--- src/rtl/cpu_types_pkg.sv ---
// Shared CPU types: opcode encodings, hazard FSM states and operand-usage helpers.
// Used by hazard_ctrl and hazard_detect; performance counters are gated by HAZARD_PERF_EN.
package cpu_types_pkg;

    typedef enum logic [5:0] {
        RTYPE = 6'h00,
        J     = 6'h02,
        JAL   = 6'h03,
        BEQ   = 6'h04,
        BNE   = 6'h05,
        ADDI  = 6'h08,
        ADDIU = 6'h09,
        SLTI  = 6'h0A,
        SLTIU = 6'h0B,
        ANDI  = 6'h0C,
        ORI   = 6'h0D,
        XORI  = 6'h0E,
        LUI   = 6'h0F,
        LB    = 6'h20,
        LH    = 6'h21,
        LW    = 6'h23,
        LBU   = 6'h24,
        LHU   = 6'h25,
        SB    = 6'h28,
        SH    = 6'h29,
        SW    = 6'h2B
    } opcode_t;

    typedef enum logic {
        RUN      = 1'b0,
        LU_STALL = 1'b1
    } hazard_state_t;

    // I-type ALU ops, loads and stores only consume rs; stores also consume rt.
    function automatic logic reads_rs(input logic [5:0] opcode);
        case (opcode)
            RTYPE, BEQ, BNE,
            ADDI, ADDIU, SLTI, SLTIU, ANDI, ORI, XORI,
            LB, LH, LW, LBU, LHU,
            SB, SH, SW:             return 1'b1;
            default:                return 1'b0;
        endcase
    endfunction

    function automatic logic reads_rt(input logic [5:0] opcode);
        case (opcode)
            RTYPE, BEQ, BNE,
            SB, SH, SW:             return 1'b1;
            default:                return 1'b0;
        endcase
    endfunction

endpackage

--- src/rtl/hazard_detect.sv ---
// Combinational load-use dependency check between the ID instruction and a load in EX.
// Register 0 is hard-wired, so it never creates a dependency.
module hazard_detect
    import cpu_types_pkg::*;
#(
    parameter int REG_W = 5
) (
    input  logic [5:0]       id_opcode,
    input  logic [REG_W-1:0] id_rs,
    input  logic [REG_W-1:0] id_rt,
    input  logic             ex_lw,
    input  logic [REG_W-1:0] ex_wsel,
    output logic             lu_hit
);

    logic rsDep;
    logic rtDep;

    always_comb begin
        rsDep  = reads_rs(id_opcode) && (id_rs != '0) && (id_rs == ex_wsel);
        rtDep  = reads_rt(id_opcode) && (id_rt != '0) && (id_rt == ex_wsel);
        lu_hit = ex_lw && (rsDep || rtDep);
    end

endmodule

--- src/rtl/hazard_ctrl.sv ---
// Pipeline hazard controller: load-use stall, data-memory wait freeze, branch squash.
// Define HAZARD_PERF_EN to add the saturating stall_cnt / flush_cnt counters.
module hazard_ctrl
    import cpu_types_pkg::*;
#(
    parameter int REG_W    = 5,
    parameter int LOAD_LAT = 1,
    parameter int CNT_W    = 32
) (
    input  logic             CLK,
    input  logic             nRST,
    input  logic [5:0]       id_opcode,
    input  logic [REG_W-1:0] id_rs,
    input  logic [REG_W-1:0] id_rt,
    input  logic             ex_lw,
    input  logic [REG_W-1:0] ex_wsel,
    input  logic             ex_pcsrc,
    input  logic             ihit,
    input  logic             mem_dreq,
    input  logic             dhit,
    output logic             pc_en,
    output logic             ifid_en,
    output logic             idex_en,
    output logic             exmem_en,
    output logic             memwb_en,
    output logic             ifid_flush,
    output logic             idex_flush
`ifdef HAZARD_PERF_EN
    ,
    output logic [CNT_W-1:0] stall_cnt,
    output logic [CNT_W-1:0] flush_cnt
`endif
);

    localparam int CW = $clog2(LOAD_LAT + 1);

    hazard_state_t state;
    hazard_state_t nextState;
    logic [CW-1:0] cnt;
    logic [CW-1:0] nextCnt;
    logic          luHit;
    logic          dWait;
    logic          luStall;

    hazard_detect #(
        .REG_W (REG_W)
    ) uDetect (
        .id_opcode (id_opcode),
        .id_rs     (id_rs),
        .id_rt     (id_rt),
        .ex_lw     (ex_lw),
        .ex_wsel   (ex_wsel),
        .lu_hit    (luHit)
    );

    assign dWait   = mem_dreq && !dhit;
    assign luStall = ((state == RUN) && luHit) || (state == LU_STALL);

    // Priority chain: reset, memory wait, redirect, load-use, fetch miss, normal.
    always_comb begin
        pc_en      = 1'b0;
        ifid_en    = 1'b0;
        idex_en    = 1'b0;
        exmem_en   = 1'b0;
        memwb_en   = 1'b0;
        ifid_flush = 1'b0;
        idex_flush = 1'b0;
        nextState  = state;
        nextCnt    = cnt;

        if (!nRST) begin
            nextState = RUN;
            nextCnt   = '0;
        end else if (dWait) begin
            nextState = state;
            nextCnt   = cnt;
        end else if (ex_pcsrc) begin
            pc_en      = 1'b1;
            ifid_en    = 1'b1;
            idex_en    = 1'b1;
            exmem_en   = 1'b1;
            memwb_en   = 1'b1;
            ifid_flush = 1'b1;
            idex_flush = 1'b1;
            nextState  = RUN;
            nextCnt    = '0;
        end else begin
            idex_en  = 1'b1;
            exmem_en = 1'b1;
            memwb_en = 1'b1;
            if (luStall) begin
                idex_flush = 1'b1;
            end else if (!ihit) begin
                ifid_en    = 1'b1;
                ifid_flush = 1'b1;
            end else begin
                pc_en   = 1'b1;
                ifid_en = 1'b1;
            end

            // The first stall cycle is spent in RUN, so LU_STALL covers LOAD_LAT-1 more.
            case (state)
                RUN: begin
                    if (luHit && (LOAD_LAT > 1)) begin
                        nextState = LU_STALL;
                        nextCnt   = CW'(LOAD_LAT - 1);
                    end
                end
                LU_STALL: begin
                    if (cnt <= CW'(1)) begin
                        nextState = RUN;
                        nextCnt   = '0;
                    end else begin
                        nextCnt = cnt - CW'(1);
                    end
                end
                default: begin
                    nextState = RUN;
                    nextCnt   = '0;
                end
            endcase
        end
    end

    always_ff @(posedge CLK) begin
        if (!nRST) begin
            state <= RUN;
            cnt   <= '0;
        end else begin
            state <= nextState;
            cnt   <= nextCnt;
        end
    end

`ifdef HAZARD_PERF_EN
    // Both counters stick at all-ones instead of wrapping.
    always_ff @(posedge CLK) begin
        if (!nRST) begin
            stall_cnt <= '0;
            flush_cnt <= '0;
        end else begin
            if (!pc_en && (stall_cnt != '1)) begin
                stall_cnt <= stall_cnt + CNT_W'(1);
            end
            if (ex_pcsrc && !dWait && (flush_cnt != '1)) begin
                flush_cnt <= flush_cnt + CNT_W'(1);
            end
        end
    end
`endif

endmodule

--- config.mk ---
export PLATFORM = sky130hd
export DESIGN_NAME = hazard_ctrl
export DESIGN_NICKNAME = d
export VERILOG_FILES = /design/src/rtl/cpu_types_pkg.sv /design/src/rtl/hazard_detect.sv /design/src/rtl/hazard_ctrl.sv
export SDC_FILE = /design/constraint.sdc
export NUM_CORES = 1
export LEC_CHECK = 0
export CAP_MARGIN = 20
export CORE_AREA = 2 2 39 41
export DETAILED_ROUTE_END_ITERATION = 7
export DIE_AREA = 0 0 41 43
export PLACE_DENSITY = 0.7
export SYNTH_ARGS = -nofsm -noshare
export SYNTH_HDL_FRONTEND = slang
export SYNTH_SLANG_ARGS = --single-unit
--- constraint.sdc ---
create_clock -name CLK -period 2.6 [get_ports CLK]
set_input_delay 0.65 -clock CLK [delete_from_list [all_inputs] [get_ports CLK]]
set_output_delay 0.65 -clock CLK [all_outputs]
set_load 0.05 [all_outputs]
==> results by group <==
Outcome
  • Outcome: complete, but fails checks
  • Failing checks: setup timing

Synthesis
  • Sequential area share after synthesis: 0%
  • Synth cell count leaders: xor2_1, inv_1, nor2_1, nor2b_1
  • Synth area leader: xor2_1
  • Top-area cell type share of the netlist area: 25.71%
  • Mapped Area: 306.5 um2
  • Synth Instances: 45
  • Cell with the most instances after synthesis: xor2_1
  • Unique masters post-synth: 21
  • Post-Syn Area per Cell: 6.812 um2
  • Largest cells by area after synthesis: xor2_1, nor2b_1, nor4_4
  • Ys Warns: 0
  • Post-synthesis net count: 73

Timing
  • Fin crit share: 100.2%
  • Final hold viol count: 0
  • Final Worst Setup Slack: -5.186 ps
  • Final Critical Period: 2605 ps
  • RSZ-0062 raised after global routing: true
  • Final setup vio count: 2
  • Max Slew Vio Count: 0
  • Relative slew margins: 73.99%
  • Slew @ Worst Pin: 386.1 ps
  • Fmax: 0.3839 GHz
  • Setup_tns: -6.235 ps

Setup path
  • Crit path capture type: output port
  • Critical path peak fanout: 3
  • CP cell instances: buf_6, or3_4, o22ai_2, o2111a_2, o211a_4, nor2_4, buf_12
  • CP max stage delay: 370 ps
  • Crit. Startpoint: id_opcode[3]
  • Critical Path AT: 1960 ps
  • Worst setup SP type: input port
  • Crit path buffers/inverters: 2
  • CP Class: in -> out
  • Slowest CP cell: or3_4
  • Data required, critical path: 1950 ps
  • Delay-heaviest family, CP: compound AO/OA/AOI/OAI gates

Route
  • Vias: 461
  • First-pass DRT Iterations: 1
  • Final ANT Viol Nets: 0
  • Final WL: 1235 um
  • Post-route DRC: 0
  • Via density: 4.802
  • Drt wl/cell: 12.86 um
  • DRC violation total after the first TritonRoute iteration: 0

Die
  • I/O pin cnt: 35
  • Row cnt: 14
  • Core area: 0.001384 mm2
  • Starting Density: 22.15%
  • Die W: 41 um
  • Die area: 0.001763 mm2
  • Die height: 43 um

Cells and area
  • Layout cell share with drive strength beyond 1: 58.75%
  • FF/Latch Area: 0 um2
  • Cell area after layout: 818.3 um2
  • Fin nets: 110
  • Area Overhead vs Synth: 166.9%
  • Fill cells: 132
  • # clk buffers: 0
  • Antenna diodes: 0
  • Seq cells: 0

Power
  • PwrDens: 186.8 mW/mm2
  • Leak pwr: 0.3456 nW
  • Worst VDD drop: 0.1018 mV
  • Tot Pwr: 0.1528 mW

Placement
  • Final Wtd Congestion: 0.6670
  • Area after DPL: 754.5 um2
  • Detail Placement HPWL: 948.8 um
  • Number of I/O port buffers: 34

Hold path
  • Hold Path Class: in -> out
  • Hold_sp: id_opcode[5]

Global routing
  • Global-route wire length before repair: 1911 um
  • GRT overflow: 0
  • Largest net degree at the start of global routing: 6
  • GR Util All Layers: 15.00%
  • Initial antenna violation count: 0
  • Vias in the first global route: 491

Job
  • Maxcap violations: 0

Clock network
  • Cts hold-fix bufs: 0
-- path summary, 6_finish.rpt --
path / endpoint / slack, ps / cells past startpoint
setup / recovery: ifid_flush / -5 / 7
hold / removal: idex_flush / 2060 / 7
-- tightest hold or removal path, cell delays in order --
cell,delay (ps)
buf_6,70
buf_4,110
o22ai_1,70
and4_4,180
o21ai_2,120
a21boi_2,70
buf_12,150
-- report_power, final --
group          total (mW)  internal [mW]  switching, mW  leakage (nW)
registers               0              0              0             0
clock network           0              0              0             0
logic               0.153         0.0801         0.0727         0.346
-- kinds of logic (layout without fill, tap and decap cells) --
kind of cell    after synthesis  after routing  synth area share, %
buf+inv                       6             41                9.793
simple gates                 19             19                39.59
xor+xnor                      9              9                25.72
compound gates               11             11                24.90
-- per-stage QoR --
stage	std cells	hold WS, ps	utilization [%]	setup WS, ps
final	96	2061	59.13	-5.186
after global routing	96	2094	59.13	-44.47
after CTS	96	2063	56.24	0.3209
after detailed placement	96	2054	54.52	-418.0
after global placement	96	2055	54.52	-348.0
after floorplan	45	1470	-	-160.3
-- layer usage --
layer | wire, um | vias to the layer above | GRT usage, % | part of all wire (%)
li1 | - | 229 | - | -
met1 | 355 | 208 | 14.29 | 29
met2 | 707 | 24 | 30.63 | 57
met3 | 171 | 0 | 3.665 | 14
met4 | 0 | 0 | 0 | 0
met5 | 0 | - | 0 | 0
-- timing repair --
action,CTS,global route
endpoints found under the setup margin,4,4
pin swaps,17,12
buffers inserted,0,0
resized for setup,81,20
-- layout make-up --
type,count,area [um2],share of cell area (%)
timing repair buffer,37,396.6,48.47
tap,16,20.02,2.446
multi-input combinational,39,386.6,47.25
inverter,4,15.01,1.835
-- layout by cell type (no fill, tap or decap), types with 2 or more instances in the layout --
cell             count
xor2_1               7
inv_1                4
buf_12               7
a21boi_2             2
xor2_2               2
buf_6                5
clkdlybuf4s15_1      2
dlygate4sd2_1        3
buf_4                3
nor2_1               2
o21ai_0              2
clkdlybuf4s50_1      6
nor2b_1              2
nor4_4               2
nor3_2               2
buf_2                9
nor2_4               2
(Power assumes the default switching activity.)
